[config.mk]
export PLATFORM = sky130hd
export DESIGN_NAME = arya_debug_ctrl_flat
export DESIGN_NICKNAME = d
export VERILOG_FILES = /design/src/rtl/arya_debug_ctrl_if.sv /design/src/rtl/arya_debug_ctrl.sv /design/src/flat_wrapper.sv
export SDC_FILE = /design/constraint.sdc
export NUM_CORES = 1
export LEC_CHECK = 0
export ABC_AREA = 1
export CAP_MARGIN = 5
export CORE_MARGIN = 2
export CORE_UTILIZATION = 43
export CTS_CLUSTER_SIZE = 25
export DETAILED_ROUTE_END_ITERATION = 6
export PLACE_DENSITY = 0.68
export SYNTH_ARGS = -nofsm -noshare
export SYNTH_HDL_FRONTEND = slang
export SYNTH_SLANG_ARGS = --single-unit
[constraint.sdc]
create_clock -name clk -period 1.65 [get_ports clk]
set_input_delay 0.2475 -clock clk [delete_from_list [all_inputs] [get_ports clk]]
set_output_delay 0.2475 -clock clk [all_outputs]
set_load 0.005 [all_outputs]
[src/rtl/arya_debug_ctrl_if.sv]
// Command/status bundle between the software command register (master) and
// the arya run/halt/step controller (slave).
// Breakpoint signals exist only when ARYA_DBG_BREAKPOINT_EN is defined.
interface arya_debug_ctrl_if #(
  parameter int unsigned STEP_WIDTH  = 3,
  parameter int unsigned COUNT_WIDTH = 32,
  parameter int unsigned PC_WIDTH    = 9
) ();

  // Software commands
  logic                   cpu_reset_req;
  logic                   debug_en;
  logic                   stepinto_en;
  logic [STEP_WIDTH-1:0]  stepvalue;
  logic                   cnt_clr;

  // Controller status / core controls
  logic                   cpu_en;
  logic                   cpu_reset;
  logic [COUNT_WIDTH-1:0] step_count;
  logic                   busy;
  logic                   step_done;

`ifdef ARYA_DBG_BREAKPOINT_EN
  logic [PC_WIDTH-1:0]    bp_pc;
  logic [PC_WIDTH-1:0]    bp_addr;
  logic                   bp_valid;
  logic                   bp_hit;

  modport master (
    output cpu_reset_req, debug_en, stepinto_en, stepvalue, cnt_clr,
    output bp_pc, bp_addr, bp_valid,
    input  cpu_en, cpu_reset, step_count, busy, step_done, bp_hit
  );

  modport slave (
    input  cpu_reset_req, debug_en, stepinto_en, stepvalue, cnt_clr,
    input  bp_pc, bp_addr, bp_valid,
    output cpu_en, cpu_reset, step_count, busy, step_done, bp_hit
  );
`else
  modport master (
    output cpu_reset_req, debug_en, stepinto_en, stepvalue, cnt_clr,
    input  cpu_en, cpu_reset, step_count, busy, step_done
  );

  modport slave (
    input  cpu_reset_req, debug_en, stepinto_en, stepvalue, cnt_clr,
    output cpu_en, cpu_reset, step_count, busy, step_done
  );
`endif

endinterface

[src/rtl/arya_debug_ctrl.sv]
// arya_debug_ctrl: run/halt/single-step controller for the arya core.
// Gates the core clock-enable (free-run, halt, or a 1..2^STEP_WIDTH cycle
// step), drives the core reset from the software reset command, and counts
// enabled cycles for the step-count register. All outputs are registered.
// Optional PC breakpoint: define ARYA_DBG_BREAKPOINT_EN.
module arya_debug_ctrl #(
  parameter int unsigned STEP_WIDTH  = 3,
  parameter int unsigned COUNT_WIDTH = 32,
  parameter int unsigned PC_WIDTH    = 9
) (
  input  logic               clk,
  input  logic               reset,
  arya_debug_ctrl_if.slave   bus
);

  localparam int unsigned REM_WIDTH = STEP_WIDTH + 1;

  typedef enum logic [1:0] {
    ST_RUN  = 2'd0,
    ST_HALT = 2'd1,
    ST_STEP = 2'd2,
    ST_RST  = 2'd3
  } state_e;

  state_e                 state_q, state_d;
  logic [REM_WIDTH-1:0]   remaining_q, remaining_d;
  logic                   stepinto_q, stepinto_d;
  logic                   cpu_en_q, cpu_en_d;
  logic                   cpu_reset_q, cpu_reset_d;
  logic [COUNT_WIDTH-1:0] step_count_q, step_count_d;
  logic                   busy_q, busy_d;
  logic                   step_done_q, step_done_d;

  logic                   step_edge;
  logic                   bp_match;

  // Trigger acts on its rising edge only; the registered copy resets to 1 so a
  // trigger held high through reset does not fire.
  assign stepinto_d = bus.stepinto_en;
  assign step_edge  = bus.stepinto_en & ~stepinto_q;

`ifdef ARYA_DBG_BREAKPOINT_EN
  logic bp_hit_q, bp_hit_d;

  assign bp_match = bus.bp_valid && (bus.bp_pc == bus.bp_addr);
`else
  assign bp_match = 1'b0;
`endif

  // Next-state, step down-counter and registered-output values.
  always_comb begin
    // NOTE: every signal gets a default before any branch, so no path leaves a
    // value unassigned and no latch is inferred.
    state_d     = state_q;
    remaining_d = '0;
    step_done_d = 1'b0;

    if (bus.cpu_reset_req) begin
      // Core reset overrides everything, aborting any step without step_done.
      state_d = ST_RST;
    end else begin
      unique case (state_q)
        ST_RST: begin
          state_d = bus.debug_en ? ST_HALT : ST_RUN;
        end
        ST_RUN: begin
          // A breakpoint hit halts even in free-run mode.
          if (bp_match || bus.debug_en) begin
            state_d = ST_HALT;
          end
        end
        ST_HALT: begin
          // A persisting breakpoint match keeps the core halted.
          if (!bus.debug_en && !bp_match) begin
            state_d = ST_RUN;
          end else if (step_edge && !step_done_q) begin
            // The cycle carrying step_done cannot start the next step.
            state_d     = ST_STEP;
            remaining_d = {1'b0, bus.stepvalue} + REM_WIDTH'(1);
          end
        end
        ST_STEP: begin
          if (remaining_q == REM_WIDTH'(1)) begin
            state_d     = ST_HALT;
            step_done_d = 1'b1;
          end else if (!bus.debug_en) begin
            state_d = ST_RUN;
          end else begin
            remaining_d = remaining_q - REM_WIDTH'(1);
          end
        end
        default: begin
          state_d = ST_RUN;
        end
      endcase
    end

    // Outputs follow the state being entered, so they are valid one cycle
    // after the inputs that caused the transition.
    cpu_en_d    = (state_d == ST_RUN) || (state_d == ST_STEP);
    cpu_reset_d = (state_d == ST_RST);
    busy_d      = (state_d == ST_STEP);

    // Count the cycles the core was actually enabled; clear wins.
    if (bus.cnt_clr || bus.cpu_reset_req) begin
      step_count_d = '0;
    end else begin
      step_count_d = step_count_q + COUNT_WIDTH'(cpu_en_q);
    end
  end

`ifdef ARYA_DBG_BREAKPOINT_EN
  // Sticky breakpoint flag: set on a RUN-to-HALT breakpoint halt, held until
  // the state leaves HALT.
  always_comb begin
    bp_hit_d = 1'b0;
    if (state_d == ST_HALT) begin
      bp_hit_d = bp_hit_q || ((state_q == ST_RUN) && bp_match);
    end
  end

  // Breakpoint flag register.
  always_ff @(posedge clk) begin
    if (reset) begin
      bp_hit_q <= 1'b0;
    end else begin
      bp_hit_q <= bp_hit_d;
    end
  end

  assign bus.bp_hit = bp_hit_q;
`endif

  // State and output registers, synchronous active-high reset.
  always_ff @(posedge clk) begin
    // NOTE: sequential state uses non-blocking assignments so every flop
    // samples the pre-edge values regardless of statement order.
    if (reset) begin
      state_q      <= ST_RUN;
      remaining_q  <= '0;
      stepinto_q   <= 1'b1;
      cpu_en_q     <= 1'b0;
      cpu_reset_q  <= 1'b0;
      step_count_q <= '0;
      busy_q       <= 1'b0;
      step_done_q  <= 1'b0;
    end else begin
      state_q      <= state_d;
      remaining_q  <= remaining_d;
      stepinto_q   <= stepinto_d;
      cpu_en_q     <= cpu_en_d;
      cpu_reset_q  <= cpu_reset_d;
      step_count_q <= step_count_d;
      busy_q       <= busy_d;
      step_done_q  <= step_done_d;
    end
  end

  assign bus.cpu_en     = cpu_en_q;
  assign bus.cpu_reset  = cpu_reset_q;
  assign bus.step_count = step_count_q;
  assign bus.busy       = busy_q;
  assign bus.step_done  = step_done_q;

endmodule

[src/flat_wrapper.sv]
// flat-port wrapper written by rule: the top's interface ports become plain ports
module arya_debug_ctrl_flat 
#(
  parameter int unsigned STEP_WIDTH  = 3,
  parameter int unsigned COUNT_WIDTH = 32,
  parameter int unsigned PC_WIDTH    = 9
)
  (clk, reset, bus_cpu_reset_req, bus_debug_en, bus_stepinto_en, bus_stepvalue, bus_cnt_clr, bus_cpu_en, bus_cpu_reset, bus_step_count, bus_busy, bus_step_done);
  arya_debug_ctrl_if #(.STEP_WIDTH(STEP_WIDTH), .COUNT_WIDTH(COUNT_WIDTH), .PC_WIDTH(PC_WIDTH)) bus_i ();
  input  logic clk;
  input  logic reset;
  input wire logic [$bits(bus_i.cpu_reset_req)-1:0] bus_cpu_reset_req;
  input wire logic [$bits(bus_i.debug_en)-1:0] bus_debug_en;
  input wire logic [$bits(bus_i.stepinto_en)-1:0] bus_stepinto_en;
  input wire logic [$bits(bus_i.stepvalue)-1:0] bus_stepvalue;
  input wire logic [$bits(bus_i.cnt_clr)-1:0] bus_cnt_clr;
  output wire logic [$bits(bus_i.cpu_en)-1:0] bus_cpu_en;
  output wire logic [$bits(bus_i.cpu_reset)-1:0] bus_cpu_reset;
  output wire logic [$bits(bus_i.step_count)-1:0] bus_step_count;
  output wire logic [$bits(bus_i.busy)-1:0] bus_busy;
  output wire logic [$bits(bus_i.step_done)-1:0] bus_step_done;
  assign bus_i.cpu_reset_req = bus_cpu_reset_req;
  assign bus_i.debug_en = bus_debug_en;
  assign bus_i.stepinto_en = bus_stepinto_en;
  assign bus_i.stepvalue = bus_stepvalue;
  assign bus_i.cnt_clr = bus_cnt_clr;
  assign bus_cpu_en = bus_i.cpu_en;
  assign bus_cpu_reset = bus_i.cpu_reset;
  assign bus_step_count = bus_i.step_count;
  assign bus_busy = bus_i.busy;
  assign bus_step_done = bus_i.step_done;
  arya_debug_ctrl #(.STEP_WIDTH(STEP_WIDTH), .COUNT_WIDTH(COUNT_WIDTH), .PC_WIDTH(PC_WIDTH)) u_core (.clk(clk), .reset(reset), .bus(bus_i));
endmodule
* Word level (Yosys, flattened, before mapping)
Index checks and enable logic that the tools add are counted.
** Storage, ports and cells
- Output and inout bits :: 36
- Register bits :: 43
- Input bits :: 9
- Word-level logic and storage cells :: 43
** Operators by class
- Reductions and logical operators :: 9
- Multiplexer cells :: 14
- Bitwise operators :: 3
- Add/sub/neg operators :: 3
- Equality and inequality tests :: 6
** Operators with widths (number)
- adder 32 x 1 -> 32 bit :: 1
- two-way mux 4 bit :: 4
- two-way mux 2 bit :: 6
- == test 2 bit, second input constant :: 4
- case mux 2 bit (4 select lines) :: 1
- case mux 4 bit (2 select lines) :: 1
- adder 3 x 1 -> 4 bit, second input constant :: 1
- == test 4 x 1 -> 1 bit, second input constant :: 1
- logical NOT 2 bit :: 2
- OR reduction 2 bit :: 2
- subtractor 4 x 1 -> 4 bit, second input constant :: 1
- OR reduction 3 bit :: 1
- == test 2 x 1 -> 1 bit, second input constant :: 1
- logical OR 1 bit :: 2
- two-way mux 1 bit :: 2
- NOT 1 bit :: 2
- bitwise AND 1 bit :: 1
- logical AND 1 bit :: 1
- logical NOT 1 bit :: 1

* Logic depth before layout (Yosys ltp)
Gate-level depths: netlist of the first run.
- Depth after elaboration :: 9
- Mapped depth :: 9
- Depth with buffers taken out :: 9

* Least setup slack after synthesis of the first run
No wires, ideal clock.
- Path type :: reg-to-reg
- From :: reg u_core.step_count_q[0] (netlist: u_core.bus.step_count[0])
- To :: reg u_core.step_count_q[22] (netlist: u_core.bus.step_count[22])
- Slack :: 0.170 ns
- Data required time :: 1.535 ns
- Arrival :: 1.365 ns
- Path buffers :: 0
- Period minus slack after synthesis :: 1.480 ns
- Stages on the path, launching flop included :: 10
- Library setup time :: 0.115 ns
- Cell sequence :: dfxtp_1 > ha_1 > ha_1 > nand2_2 > nor2_8 > nand2_2 > nor2_2 > nand4_1 > nand2_1 > nor2_1
** Between the ends
- Cells in the longest elaborated chain, start to end :: 1
** Ends and longest elaborated chain
- start, declared :: line arya_debug_ctrl.sv:30 : logic [COUNT_WIDTH-1:0] step_count_q, step_count_d;
- start signal, assigned :: line arya_debug_ctrl.sv:153 : step_count_q <= step_count_d;
- adder 32 x 1 -> 32 bit :: line arya_debug_ctrl.sv:108 : step_count_d = step_count_q + COUNT_WIDTH'(cpu_en_q);
No other way between the ends.
A chain may end at the register's enable or synchronous reset.

* Worst setup path in the final report of the first run
- From :: reg u_core.step_count_q[4] (netlist: u_core.bus.step_count[4])
- To :: out bus_step_count[4]
** RTL lines
- end, declared :: line flat_wrapper.sv:19 : output wire logic [$bits(bus_i.step_count)-1:0] bus_step_count;
No word-level cell between the ends.

==> flow_metrics.tcl, run 1 <==
set metrics [dict create \
    groute.usage.overall 0.193 \
    cp_cell_sequence "clkdlybuf4s50_1" \
    drive_above_1_share 0.115 \
    critPathMaxFanout 5 \
    path_buf_inv 1 \
    nNetsFinal 417 \
    powerDensity_mw_per_mm2 632 \
    required_ns 1.40 \
    synthXorXnorAreaFrac 0.0411 \
    reg2reg_from "u_core.bus.step_count[0]$_SDFF_PP0_" \
    syn_avg_cell_area_um2 6.82 \
    grt-ovfl-total 0 \
    status "complete, no violations" \
    grt_max_degree 15 \
    hold_viol 0 \
    viasPerCell 4.79 \
    die_h_um 77.8 \
    clk_pin_slew_ns 0.08 \
    crit_slowest_cell "clkdlybuf4s50_1" \
    routed_wl_um 5330 \
    max_cap_violations 0 \
    async_flop_share 0 \
    hold_buffers 0 \
    fmax_mhz 644 \
    crit_arrival_ns 1.30 \
    drt_iter0_markers 125 \
    vias 2253 \
    cts_buffer_depth 2 \
    endpoint_kind "output pin" \
    max_stage_delay_ns 0.55 \
    synth_top_family_by_area "simple AND/OR/NAND/NOR gates" \
    synth_adder_area_share 0.0480 \
    cts-root-buf "clkbuf_8" \
    antennaDiodeCount 0 \
    synth_seq_cells 43 \
    fin_cells 470 \
    path_delay_family "buffers and inverters" \
    ant_nets 0 \
    finalSetupViolCount 0 \
    cts_tree "done" \
    clk_latency_ns 0.31 \
    post-route-period-util 0.941 \
    syn-cell-area_mm2 0.00234 \
    htree_levels 2 \
    synthSimpleGateAreaFrac 0.395 \
    io_pins 45 \
    io_buffers 44 \
    ys_seq_area_frac 0.367 \
    synth-compound-area-share 0.0699 \
    grtUsageMet3 0.0442 \
    yosys_warnings 0 \
    synthCells 344 \
    grtUsageMet2 0.343 \
    p_leak_nw 1.07 \
    slew_headroom 0.823 \
    start_util 0.453 \
    drc 0 \
    yosys.cell_types.count 27 \
    wl_per_cell_um 11.3 \
    cts_made_buffers 5 \
    synth_edf_count 0 \
    die_w_um 77.8 \
    dp.cells 461 \
    syn2layout_area_growth_pct 29.0 \
    min_from "u_core.bus.step_count[31]$_SDFF_PP0_" \
    dpl.hpwl_um 4300 \
    tightest_slew_ns 0.265 \
    hp-class "reg2reg" \
    die_area_mm2 0.00606 \
    ys.flop_type "dfxtp_1" \
    synth.mux.area_fraction 0 \
    period_needed_ns 1.55 \
    core_mm2 0.00517 \
    criticalPathCategory "reg2out" \
    total_power_mw 1.91 \
    slew_violations 0 \
    antenna_found_initial 0 \
    rows 26 \
    firstDrtPassIters 4 \
    cts_num_sinks 43 \
    fin_worst_skew_ns 0.0108 \
    cp-startpoint "u_core.bus.step_count[4]$_SDFF_PP0_" \
    gp_congestion 0.861 \
    use_met1 0.222 \
    synth_nets 362 \
    grt_pass1_wl_um 9170 \
    vdd_ir_drop_max_mv 0.572 \
    grt_pass1_vias 2027 \
    grt_busiest_layer "met2" \
    start_kind "register" \
]
[cells by family (layout without fill, tap and decap cells)]
family                   count (synthesis)  after routing
AND/OR/NAND/NOR                        200            200
buffers and inverters                   49            105
flip-flops                              43             43
AO/OA/AOI/OAI                           32             32
XOR/XNOR                                11             11
adder cells (fa/ha/maj)                  9              9
[cells in the mapped netlist, types with 2 or more instances]
| cell | count | area [um2] |
|---|---|---|
| a21oi_1 | 23 | 115 |
| dfxtp_1 | 43 | 861 |
| or2_2 | 2 | 12.5 |
| o21ai_0 | 7 | 35.0 |
| nor2_1 | 56 | 210 |
| nand3_1 | 20 | 100 |
| nor2_4 | 4 | 45.0 |
| nand2_2 | 5 | 31.3 |
| nor3_1 | 2 | 10.0 |
| nor2_2 | 10 | 62.6 |
| ha_1 | 9 | 113 |
| nand2_1 | 87 | 327 |
| nand4_1 | 5 | 31.3 |
| inv_1 | 44 | 165 |
| xor2_1 | 7 | 61.3 |
| xnor2_1 | 4 | 35.0 |
| nand3b_1 | 4 | 30.0 |
| inv_2 | 3 | 11.3 |
[registers in the layout (all words and copies together), names as in the netlist]
register and flops:
u_core.bus.cpu_reset 1, u_core.bus.step_done 1, u_core.state_q 2, u_core.bus.busy 1
u_core.bus.step_count 32, u_core.stepinto_q 1, u_core.bus.cpu_en 1, u_core.remaining_q 4
[routing by layer]
layer	up-vias	routed length (um)
met1	997	2260
li1	1189	-
met4	0	152
met5	-	0
met3	10	295
met2	57	2620
[tightest hold or removal path: stages, from the launching register on]
cell and delay, ns:
dfxtp_1 0.33, nand2_1 0.06, a21oi_1 0.05
[where the power goes]
group,switching [mW],total [mW],internal (mW)
Clock,0.387,0.729,0.342
Combinational,0.0662,0.127,0.0610
Sequential,0.00810,1.06,1.05
Total,0.461,1.91,1.45
[cell usage in the layout, fill, tap and decap left out, types with 9 or more instances in the layout]
cell / instances
nand3_1: 20
nor2_2: 9
clkdlybuf4s50_1: 44
nor2_1: 56
inv_1: 44
dfxtp_1: 41
a21oi_1: 23
nand2_1: 87
[through the flow]
step | setup TNS, ns | hold WS [ns] | setup slack, ns | utilization | cell area [um2]
after floorplan | 0 | 0.320 | 0.170 | - | 2340
after global placement | 0 | 0.465 | 0.167 | 0.561 | 2900
after detailed placement | 0 | 0.473 | 0.129 | 0.561 | 2900
after CTS | 0 | 0.485 | 0.0855 | 0.580 | 3000
after global routing | -0.00129 | 0.514 | -0.00129 | 0.585 | 3030
final | 0 | 0.478 | 0.0975 | 0.585 | 3030
[timing repair]
item / 4_1_cts / 5_1_grt
endpoints found under the setup margin: 0 / 1
gates resized for setup: 0 / 6
setup buffers: 0 / 1
[layout make-up]
type                    count  area, um2
fillers                   479       2150
inverters                  47        176
clock inverters             2       16.3
flip-flops and latches     43        863
multi-input cells         252       1310
repair buffers             50        485
well taps                  70       87.6
clock buffers               6       82.6
[path summary, 6_finish.rpt]
check / endpoint / slack, ns / cells after the start
worst max register to register: u_core.bus.step_count[30]$_SDFF_PP0_ / 0.15 / 8
worst min-delay path: u_core.bus.step_count[31]$_SDFF_PP0_ / 0.48 / 2
worst max-delay path: bus_step_count[4] / 0.1 / 1
worst min register to register: u_core.bus.step_count[31]$_SDFF_PP0_ / 0.48 / 2
(Power assumes the default switching activity.)
==> run 2: changes to the inputs <==
--- a/config.mk
+++ b/config.mk
@@ -7,11 +7,14 @@
 export LEC_CHECK = 0
 export ABC_AREA = 1
 export CAP_MARGIN = 5
+export CELL_PAD_IN_SITES_DETAIL_PLACEMENT = 1
+export CELL_PAD_IN_SITES_GLOBAL_PLACEMENT = 1
 export CORE_MARGIN = 2
-export CORE_UTILIZATION = 43
+export CORE_UTILIZATION = 36
 export CTS_CLUSTER_SIZE = 25
 export DETAILED_ROUTE_END_ITERATION = 6
-export PLACE_DENSITY = 0.68
+export PLACE_DENSITY_LB_ADDON = 0.1
+export SETUP_SLACK_MARGIN = 0.4
 export SYNTH_ARGS = -nofsm -noshare
 export SYNTH_HDL_FRONTEND = slang
 export SYNTH_SLANG_ARGS = --single-unit
==> run 2 against run 1 <==
Non-clock buffer count grew 55. Utilization increased by 4.4 points. Total power increased by 2.3%. Sequential cell count stayed put. Global-route usage increased by 3.3 points. Via count is 25% higher. Setup slack lost 0.070 ns. Wire length increased by 99%. Sequential share of layout area is 4.6 points lower.
==> flow_metrics.tcl, run 2 (synthesized netlist as in run 1, its figures left out) <==
set metrics [dict create \
    status "complete, no violations" \
    slew_headroom 0.711 \
    routed_wl_um 10600 \
    ff2ff_setup_slack_ns 0.03 \
    vdd_ir_drop_max_mv 0.371 \
    io_buffers 44 \
    fin_worst_skew_ns 0.0130 \
    fmax_mhz 616 \
    slew_violations 0 \
    gp_congestion 0.807 \
    nNetsFinal 472 \
    cts_buffer_depth 2 \
    switching_power_uw 552 \
    syn2layout_area_growth_pct 69.4 \
    core_mm2 0.00631 \
    ant_nets 0 \
    htree_levels 2 \
    hold_buffers 0 \
    die_h_um 84.7 \
    max_cap_violations 0 \
    hold_viol 0 \
    p_leak_nw 1.73 \
    grt-ovfl-total 0 \
    start_util 0.371 \
    comb_power_share 0.087 \
    grt_busiest_layer "met2" \
    critPathMostFrequentCell "ha_4" \
    period_needed_ns 1.62 \
    required_ns 1.83 \
    grtUsageMet2 0.433 \
    crit_slowest_cell "dfxtp_2" \
    cp_cell_sequence "ha_4 > ha_4 > nand2_4 > nor2_8 > nand3b_2 > xor2_1 > nor2_1" \
    powerDensity_mw_per_mm2 492 \
    antenna_found_initial 0 \
    groute.usage.overall 0.227 \
    seqPwrFrac 0.529 \
    grtUsageMet3 0.0393 \
    whs_ns 0.579 \
    io_pins 45 \
    layout_setup_ws_ns 0.0274 \
    fin_cells 532 \
    switching_share 0.282 \
    dp.cells 467 \
    path_delay_family "simple AND/OR/NAND/NOR gates" \
    crit_arrival_ns 1.80 \
    cts_made_buffers 5 \
    placed_cell_area_mm2 0.00295 \
    max_stage_delay_ns 0.36 \
    multiInputGateArea_mm2 0.00168 \
    rsz0062_at_grt "yes" \
    finalSetupViolCount 0 \
    wl_per_cell_um 20.0 \
    start_kind "register" \
    endpoint_kind "register" \
    drc 0 \
    ff_latch_area_um2 951 \
    place_ws_ns 0.0303 \
    post-route-period-util 0.983 \
    internal-power_mw 1.40 \
    rows 29 \
    drt_iter0_markers 104 \
    die_w_um 84.7 \
    dpl.hpwl_um 5350 \
    cts_tree "done" \
    layout_common_cells "nand2_1 (71), buf_4 (42), nor2_1 (40), inv_1 (37), dlygate4sd2_1 (31)" \
    fill_cells 786 \
    path_buf_inv 0 \
    hp-class "reg2reg" \
    clk_latency_ns 0.31 \
    viasPerCell 5.29 \
    largest_reg_flops 32 \
    criticalPathCategory "reg2reg" \
    critPathMaxFanout 6 \
    drive_above_1_share 0.440 \
    antennaDiodeCount 0 \
    firstDrtPassIters 4 \
    vias 2816 \
    tightest_slew_ns 0.430 \
    use_met1 0.257 \
    die_area_mm2 0.00717 \
    clk_pin_slew_ns 0.10 \
    grt_max_degree 18 \
    pwr-share-clk 0.384 \
    cts_num_sinks 43 \
    cts-root-buf "clkbuf_8" \
    grt_pass1_wl_um 13000 \
    grt_pass1_vias 2682 \
    final_common_cell "nand2_1" \
    fin_area_mm2 0.00397 \
]
run 2: cell types whose count changed in the layout (fill, tap and decap cells not counted), moves of 9 or more:
| cell | before | now |
|---|---|---|
| nand2_2 | 4 | 13 |
| a21oi_2 | 0 | 9 |
| a21oi_1 | 23 | 14 |
| nand2_1 | 87 | 71 |
| nor2_4 | 5 | 17 |
| dfxtp_4 | 0 | 18 |
| dfxtp_2 | 2 | 18 |
| dfxtp_1 | 41 | 7 |
| dlygate4sd2_1 | 0 | 31 |
| clkdlybuf4s50_1 | 44 | 8 |
| buf_4 | 6 | 42 |
| buf_6 | 0 | 15 |
| nor2_1 | 56 | 40 |
run 2: cell type report:
type | count | share of cell area
Timing Repair Buffer | 105 | 0.244
Inverter | 47 | 0.0463
Tap cell | 77 | 0.0243
Clock inverter | 3 | 0.00598
Sequential cell | 43 | 0.239
Multi-Input combinational cell | 252 | 0.423
Clock buffer | 5 | 0.0173
run 2: final timing paths:
check,depth (start not counted),start,endpoint
setup / recovery,7,u_core.bus.step_count[0]$_SDFF_PP0_,u_core.bus.step_count[10]$_SDFF_PP0_
hold / removal,1,u_core.bus.step_count[12]$_SDFF_PP0_,u_core.bus.step_count[12]$_SDFF_PP0_
setup reg to reg,7,u_core.bus.step_count[0]$_SDFF_PP0_,u_core.bus.step_count[10]$_SDFF_PP0_
hold reg to reg,1,u_core.bus.step_count[12]$_SDFF_PP0_,u_core.bus.step_count[12]$_SDFF_PP0_
run 2: routing by layer:
layer  up-vias  wire length, um  share of wire
li1       1299                -              -
met1      1363             3920           0.37
met2       106             5670           0.53
met3        48              492          0.046
met4         0              543          0.051
met5         -                0              0
run 2: repair_timing:
action,CTS,global route
resized for setup,128,79
pin swaps,22,37
setup buffers,43,14
endpoints found under the setup margin,71,43
run 2: power by group through the flow:
stage               combinational, mW  sequential, mW  clock (mW)
finish                          0.171            1.03       0.751
global route                    0.190            1.04       0.795
CTS                             0.139            1.04       0.740
detailed placement              0.134            1.08           0
global placement                0.131            1.08           0
floorplan                      0.0725            1.08           0
run 2: stage by stage:
step	TNS, ns	power (mW)	util
CTS	0	1.92	0.567
global route	-0.0480	2.02	0.629
detailed placement	0	1.22	0.468
finish	0	1.96	0.629
global placement	0	1.21	0.468
floorplan	0	1.15	-
==> run 3: changes to the inputs <==
--- a/config.mk
+++ b/config.mk
@@ -15,6 +15,7 @@
 export DETAILED_ROUTE_END_ITERATION = 6
 export PLACE_DENSITY_LB_ADDON = 0.1
 export SETUP_SLACK_MARGIN = 0.4
+export SKIP_LAST_GASP = 1
 export SYNTH_ARGS = -nofsm -noshare
 export SYNTH_HDL_FRONTEND = slang
 export SYNTH_SLANG_ARGS = --single-unit
==> results of run 3 <==
Same layout as run 2: the final DEF is identical, and so are final timing and power.
